**config.mk**
```make
export PLATFORM = sky130hd
export DESIGN_NAME = alu_result_demux
export DESIGN_NICKNAME = d
export VERILOG_FILES = /design/src/rtl/alu_pkg.sv /design/src/rtl/result_fifo2.sv /design/src/rtl/alu_result_demux.sv
export SDC_FILE = /design/constraint.sdc
export NUM_CORES = 1
export LEC_CHECK = 0
export BUFFER_PORTS_ARGS = -buffer_cell sky130_fd_sc_hd__buf_2
export CAP_MARGIN = 20
export CORE_MARGIN = 4
export CORE_UTILIZATION = 40
export CTS_CLUSTER_DIAMETER = 150
export DETAILED_ROUTE_END_ITERATION = 10
export GPL_TIMING_DRIVEN = 1
export SLEW_MARGIN = 20
export SYNTH_ARGS = -nofsm -noshare
export SYNTH_HDL_FRONTEND = slang
export SYNTH_SLANG_ARGS = --single-unit
```
**constraint.sdc**
```tcl
create_clock -name clk -period 1.4 [get_ports clk]
set_input_delay 0 -clock clk [delete_from_list [all_inputs] [get_ports clk]]
set_output_delay 0 -clock clk [all_outputs]
set_load 0.03 [all_outputs]
```
**src/rtl/alu_pkg.sv**
```systemverilog
// Shared definitions for the ALU result path: data width, destination codes
// and the 2-entry FIFO state encoding.
package alu_pkg;

  localparam int ALU_DATA_WIDTH = 8;

  localparam logic DEST_WB  = 1'b0;
  localparam logic DEST_LSU = 1'b1;

  typedef enum logic [1:0] {
    EMPTY = 2'd0,
    ONE   = 2'd1,
    FULL  = 2'd2
  } fifo_state_e;

endpackage

```
**src/rtl/result_fifo2.sv**
```systemverilog
// Two-entry result FIFO with registered head/tail, full/empty flags and a
// modulo-256 count of completed output handshakes.
module result_fifo2
  import alu_pkg::*;
#(
  parameter int WIDTH = ALU_DATA_WIDTH
) (
  input  logic             clk,
  input  logic             reset,
  input  logic             push_i,
  input  logic [WIDTH-1:0] push_data_i,
  input  logic             pop_ready_i,
  output logic [WIDTH-1:0] data_o,
  output logic             full_o,
  output logic             empty_o,
  output logic [7:0]       xfer_count_o
);

  fifo_state_e      state_q, state_d;
  logic [WIDTH-1:0] head_q, head_d;
  logic [WIDTH-1:0] tail_q, tail_d;
  logic [7:0]       cnt_q, cnt_d;
  logic             pop;

  assign pop = (state_q != EMPTY) && pop_ready_i;

  always_comb begin
    state_d = state_q;
    head_d  = head_q;
    tail_d  = tail_q;
    cnt_d   = pop ? cnt_q + 8'd1 : cnt_q;
    case (state_q)
      EMPTY: begin
        if (push_i) begin
          state_d = ONE;
          head_d  = push_data_i;
        end
      end
      ONE: begin
        // Simultaneous push and pop replaces the head and keeps one entry.
        if (push_i && pop) begin
          head_d = push_data_i;
        end else if (push_i) begin
          state_d = FULL;
          tail_d  = push_data_i;
        end else if (pop) begin
          state_d = EMPTY;
        end
      end
      FULL: begin
        if (pop) begin
          state_d = ONE;
          head_d  = tail_q;
        end
      end
      default: state_d = EMPTY;
    endcase
  end

  always_ff @(posedge clk) begin
    if (reset) begin
      state_q <= EMPTY;
      head_q  <= '0;
      tail_q  <= '0;
      cnt_q   <= '0;
    end else begin
      state_q <= state_d;
      head_q  <= head_d;
      tail_q  <= tail_d;
      cnt_q   <= cnt_d;
    end
  end

  assign data_o       = head_q;
  assign full_o       = (state_q == FULL);
  assign empty_o      = (state_q == EMPTY);
  assign xfer_count_o = cnt_q;

endmodule

```
**src/rtl/alu_result_demux.sv**
```systemverilog
// Steers each ALU result beat into the writeback (out0) or LSU (out1) FIFO;
// each destination buffers independently so one stalled consumer never blocks the other.
module alu_result_demux
  import alu_pkg::*;
#(
  parameter int WIDTH = ALU_DATA_WIDTH
) (
  input  logic             clk,
  input  logic             reset,
  input  logic             in_valid,
  output logic             in_ready,
  input  logic             in_sel,
  input  logic [WIDTH-1:0] in_data,
  output logic             out0_valid,
  input  logic             out0_ready,
  output logic [WIDTH-1:0] out0_data,
  output logic             out1_valid,
  input  logic             out1_ready,
  output logic [WIDTH-1:0] out1_data,
  output logic [7:0]       xfer_count0,
  output logic [7:0]       xfer_count1
);

  logic full0, full1;
  logic empty0, empty1;
  logic sel_full;
  logic accept;

  // Ready looks only at registered FIFO state, never at downstream ready.
  assign sel_full = (in_sel == DEST_LSU) ? full1 : full0;
  assign in_ready = !reset && !sel_full;
  assign accept   = in_valid && in_ready;

  result_fifo2 #(.WIDTH(WIDTH)) u_fifo0 (
    .clk          (clk),
    .reset        (reset),
    .push_i       (accept && (in_sel == DEST_WB)),
    .push_data_i  (in_data),
    .pop_ready_i  (out0_ready),
    .data_o       (out0_data),
    .full_o       (full0),
    .empty_o      (empty0),
    .xfer_count_o (xfer_count0)
  );

  result_fifo2 #(.WIDTH(WIDTH)) u_fifo1 (
    .clk          (clk),
    .reset        (reset),
    .push_i       (accept && (in_sel == DEST_LSU)),
    .push_data_i  (in_data),
    .pop_ready_i  (out1_ready),
    .data_o       (out1_data),
    .full_o       (full1),
    .empty_o      (empty1),
    .xfer_count_o (xfer_count1)
  );

  assign out0_valid = !empty0;
  assign out1_valid = !empty1;

endmodule

```
==> out/results.ini, run 1 <==
[synth]
synth_edf_count = 0
ys.warnings.count = 0
ys_async_sr_fraction = 0
netlist_area_um2 = 2380
mappedNetlistNets = 258
synth_top_cell_area_share = 0.438
syn-mean-instance-area_um2 = 9.82
yosysUniqueCellTypes = 33
ys_seq_elements = 52
ys_seq_area_frac = 0.438
synthFlopType = dfxtp_1
synthTopCellsByArea = dfxtp_1, mux2i_1, mux2_1
synth_cells = 242
yosysTopAreaCell = dfxtp_1

[floorplan]
die_height_um = 85.1
die_area_um2 = 7240
rows = 27
num_io_pins = 49
start_util = 0.421
coreArea_um2 = 5640
fp.dieW_um = 85.1

[clocking]
clk_pin_slew_ns = 0.09
clock_latency_ns = 0.30
clock_path_buffers = 2
cts_tree = yes
htree_levels = 2
clockRootBuffer = clkbuf_8
numCtsBuffers = 5
cts.sinks = 52

[placed_design]
port_buffers = 48
dp_hpwl_um = 3470
gp_congestion = 0.766
placed_area_um2 = 2790

[outcome]
outcome = complete, no violations

[route]
drc_errors = 0
highest_layer = met4
dr_wl_met2_um = 2250
num_vias = 1866
routed_wl_um = 4960
avgRoutedWirePerCell_um = 12.9
dr_wl_met3_um = 218
drt_first_pass_iters = 4
postRouteAntennaNets = 0
drtIter0Drc = 53
wirelength_met1_um = 2420
via_per_inst = 4.86

[timing]
fin_worst_skew_ns = 0.00384
max_freq_mhz = 734
rsz0062_at_grt = yes
setup_viol = 0
finalHoldViolations = 0
tightest_slew_ns = 0.354
slew_viol_final = 0
post-route-period-util = 0.973
finalCriticalPeriod_ns = 1.36
setup-tns-final_ns = 0
slew-limit-headroom = 0.763

[finish]
area_growth_pct = 28.9
drive_gt1_frac = 0.292
final_cell_mix = dfxtp_1, nor2_1, buf_2
finalNetCount = 327
mostFrequentLayoutCell = dfxtp_1
fin_area_um2 = 3060
n_antenna_cell = 0

[power]
power_leakage_uw = 0.00147
peakVddDrop_mv = 0.392
pwr_density_cell_nw_per_um2 = 947
p_total_uw = 2900

[global_routing]
grt_remaining_overflow = 0
grt_pass1_wl_um = 8310
grt_pass1_vias = 1783
antenna_found_initial = 0
track_usage = 0.141
grt_max_degree = 30

[critical_path]
start_kind = flip-flop
reg2reg_depth = 6
worstSetupPathType = reg2reg
regToRegSetupSlack_ns = 0.04
r2r_start = u_fifo0.state_q[1]
critPathMaxFanout = 8
cp.required_ns = 1.60
critPathArrivalTime_ns = 1.56
crit_start = u_fifo0.state_q[1]
worstSetupEndpointType = flip-flop
regToRegEndpoint = u_fifo0.data_o[4]

[hold_path]
hold_end = u_fifo1.state_q[1]
hold_class = in2reg
min_path_cells = 3
hp-start = in_valid

[run]
cap_violations = 0

==> per-layer routing <==
metal,track usage,vias to the layer above
met1,0.185,871
met3,0.0311,4
met2,0.227,33
li1,-,958
met4,0.0518,0
met5,0,-
==> state kept, by name (all words and copies together), names as in the netlist <==
register,flops
u_fifo0.state_q,2
u_fifo1.state_q,2
u_fifo0.tail_q,8
u_fifo0.data_o,8
u_fifo1.data_o,8
u_fifo1.xfer_count_o,8
u_fifo0.xfer_count_o,8
u_fifo1.tail_q,8
==> final cells by class <==
class / count / area (um2)
flip-flops and latches: 52 / 1050
multi-input cells: 173 / 1290
clock buffers: 6 / 72.6
clock inverters: 2 / 35.0
repair buffers: 72 / 497
well taps: 72 / 90.1
inverters: 7 / 26.3
fillers: 512 / 2580
==> timing repair <==
action,CTS,global route
gates resized for setup,3,17
setup endpoints to repair,14,15
hold buffers,10,0
hold endpoints to repair,18,0
pin swaps,0,2
setup buffers,0,1
==> report_power, final <==
group | leakage [uW] | internal, uW | switching [uW]
Combinational | 0.000989 | 156 | 198
Sequential | 0.000423 | 1510 | 26.8
Clock | 0.0000552 | 531 | 481
==> synthesized netlist by cell type (3+ instances only) <==
cell type   n
mux2i_1    34
xor2_1      4
nand2_1    13
a21oi_1     6
clkbuf_1    3
xnor2_1     8
nand2b_1    3
nand4_1     3
mux2_1     17
inv_1       5
dfxtp_1    52
o21ai_1     3
nand3_1     4
nor2b_1     3
buf_2       5
nor2_1     48
nor3_1      5
==> critical path: stages (launching register included) <==
cell     delay [ns]
dfxtp_2        0.34
buf_6          0.12
and3b_2        0.20
a31oi_4        0.16
buf_12         0.16
mux2i_2        0.21
nor2_1         0.06
==> metrics by stage <==
step | hold slack [ns] | std cells | worst slack [ns] | utilization
global route | 0.0314 | 384 | -0.0161 | 0.543
CTS | 0.0240 | 383 | 0.00174 | 0.532
floorplan | 0.0728 | 242 | 0.0412 | -
detailed placement | 0.259 | 365 | -0.0374 | 0.495
finish | 0.0320 | 384 | 0.0385 | 0.543
global placement | 0.256 | 365 | -0.00142 | 0.495
==> kinds of logic (layout without fill, tap and decap cells) <==
group	count (synthesis)	count (layout)	share of synthesized area
AO/OA/AOI/OAI	18	18	0.0574
XOR/XNOR	12	12	0.0442
multiplexers	51	51	0.224
AND/OR/NAND/NOR	90	90	0.193
adder cells (fa/ha/maj)	2	2	0.0105
flip-flops	52	52	0.438
buffers and inverters	17	87	0.0326
==> worst max path at each step <==
stage	end
6_report	u_fifo0.data_o[4]
3_3_place_gp	u_fifo0.data_o[3]
5_1_grt	u_fifo0.data_o[4]
2_1_floorplan	u_fifo1.data_o[7]
4_1_cts	in_ready
3_5_place_dp	u_fifo0.data_o[4]
(Power assumes the default switching activity.)
==> run 2: changes to the inputs <==
Settings changed: CTS_BUF_LIST from default to sky130_fd_sc_hd__clkbuf_8.
==> run 2 against run 1 <==
Compared with the run above: setup slack worse by 0.0024 ns; fmax decreased by 0.18%; critical path depth unchanged; global-route usage unchanged; sequential cell count unchanged; worst hold slack worse by 0.00062 ns; first-iteration DRC count increased by 34%; largest cell class unchanged; sequential share of layout area stayed put; clock skew rose by 0.00059 ns; critical path type unchanged; die area is the same; register-to-register slack about the same; non-clock buffer count unchanged.
==> out/results.ini, run 2 (synthesis gave the netlist of run 1 again) <==
[finish]
drive_gt1_frac = 0.292  ; unchanged
n_antenna_cell = 0  ; unchanged
final_cell_mix = dfxtp_1, nor2_1, buf_2
layout.cells.non_filler = 384  ; unchanged
mostFrequentLayoutCell = dfxtp_1
fin_area_um2 = 3060  ; unchanged
finalNetCount = 327  ; unchanged
area_growth_pct = 28.9  ; unchanged

[timing]
hold_slack_ns = 0.0314  ; -0.000618 ns
slew_viol_final = 0  ; unchanged
setup_viol = 0  ; unchanged
finalHoldViolations = 0  ; unchanged
fin_worst_skew_ns = 0.00443  ; +0.000590 ns
finalCriticalPeriod_ns = 1.36  ; +0.00242 ns
post-route-period-util = 0.974  ; +0.00173
max_freq_mhz = 733  ; -0.18%
slew-limit-headroom = 0.764  ; +0.00119
fin_ws_ns = 0.0361  ; -0.00242 ns
setup-tns-final_ns = 0  ; unchanged
rsz0062_at_grt = yes
tightest_slew_ns = 0.353  ; -0.00178 ns

[power]
peakVddDrop_mv = 0.392  ; about the same
pwr_density_cell_nw_per_um2 = 945  ; -0.17%
power_leakage_uw = 0.00147  ; +0.28%

[global_routing]
grt_pass1_vias = 1783  ; unchanged
track_usage = 0.141  ; unchanged
grt_remaining_overflow = 0  ; unchanged
grt_max_degree = 30  ; unchanged
grt_pass1_wl_um = 8310  ; unchanged
antenna_found_initial = 0  ; unchanged

[route]
wirelength_met1_um = 2430  ; +0.54%
drtIter0Drc = 71  ; +34%
postRouteAntennaNets = 0  ; unchanged
dr_wl_met2_um = 2250  ; -0.40%
routed_wl_um = 4950  ; -0.10%
avgRoutedWirePerCell_um = 12.9  ; -0.10%
num_vias = 1854  ; -0.64%
via_per_inst = 4.83  ; -0.64%
drt_first_pass_iters = 4  ; unchanged
highest_layer = met4
dr_wl_met3_um = 210  ; -3.7%
drc_errors = 0  ; unchanged

[outcome]
outcome = complete, no violations

[floorplan]
coreArea_um2 = 5640  ; unchanged
die_height_um = 85.1  ; unchanged
start_util = 0.421  ; unchanged
num_io_pins = 49  ; unchanged
rows = 27  ; unchanged
fp.dieW_um = 85.1  ; unchanged
die_area_um2 = 7240  ; unchanged

[placed_design]
dpl.cell_count = 365  ; unchanged
gp_congestion = 0.766  ; unchanged
dp_slack_ns = -0.0374  ; unchanged
placed_area_um2 = 2790  ; unchanged
dp_hpwl_um = 3470  ; unchanged
port_buffers = 48  ; unchanged

[clocking]
clock_latency_ns = 0.30  ; about the same
clockRootBuffer = clkbuf_8
cts.sinks = 52  ; unchanged
numCtsBuffers = 5  ; unchanged
htree_levels = 2  ; unchanged
cts_tree = yes
clk_pin_slew_ns = 0.09  ; about the same
clock_path_buffers = 2  ; unchanged

[critical_path]
cp.required_ns = 1.60  ; about the same
critPathMaxFanout = 8  ; unchanged
critPathArrivalTime_ns = 1.56  ; about the same
worstSetupPathType = reg2reg
worstSetupEndpointType = flip-flop
start_kind = flip-flop

[run]
cap_violations = 0  ; unchanged

[hold_path]
hold_class = in2reg

## run 2: changes by cell type in the layout (fill, tap and decap cells not counted)
| cell | before | now |
|---|---|---|
| clkbuf_1 | 1 | 0 |
| inv_1 | 5 | 6 |
## run 2: worst max-delay path, cell delays in order (launching register included)
cell and delay, ns:
dfxtp_2 0.34, buf_6 0.12, and3b_2 0.20, a31oi_4 0.16, buf_12 0.16, mux2i_2 0.21, nor2_1 0.06
## run 2: path summary, 6_finish.rpt
| kind | from | to | depth (start not counted) | slack (ns) |
|---|---|---|---|---|
| max reg2reg | u_fifo0.state_q[1] | u_fifo0.data_o[4] | 6 | 0.04 |
| min reg2reg | u_fifo1.tail_q[4] | u_fifo1.tail_q[4] | 2 | 0.50 |
| max | u_fifo0.state_q[1] | u_fifo0.data_o[4] | 6 | 0.04 |
| min | in_valid | u_fifo1.state_q[1] | 3 | 0.03 |
## run 2: area by class of cell
| type | instances | area, um2 |
|---|---|---|
| multi-input combinational | 173 | 1290 |
| tap | 72 | 90.1 |
| inverter | 7 | 26.3 |
| clock inverter | 3 | 38.8 |
| sequential | 52 | 1050 |
| fill | 512 | 2580 |
| clock buffer | 5 | 68.8 |
| timing repair buffer | 72 | 497 |
## run 2: report_power, final
group,total [uW],switching [uW],internal [uW]
Combinational,354,197,156
Clock,1010,483,524
Sequential,1530,26.8,1510
Total,2900,708,2190
## run 2: timing repair
item | CTS | global route
pin swaps | 0 | 2
resized for setup | 3 | 17
hold buffers | 10 | 0
hold endpoints to repair | 18 | 0
setup endpoints to repair | 14 | 15
buffers inserted | 0 | 1
## run 2: metrics by stage
stage	total power (uW)	util
floorplan	1780	-
global placement	1890	0.495
detailed placement	1890	0.495
CTS	2930	0.532
global route	3030	0.543
finish	2900	0.543
## run 2: metal layers
| layer | vias up | GRT usage |
|---|---|---|
| li1 | 957 | - |
| met1 | 862 | 0.185 |
| met2 | 31 | 0.227 |
| met3 | 4 | 0.0311 |
| met4 | 0 | 0.0518 |
| met5 | - | 0 |
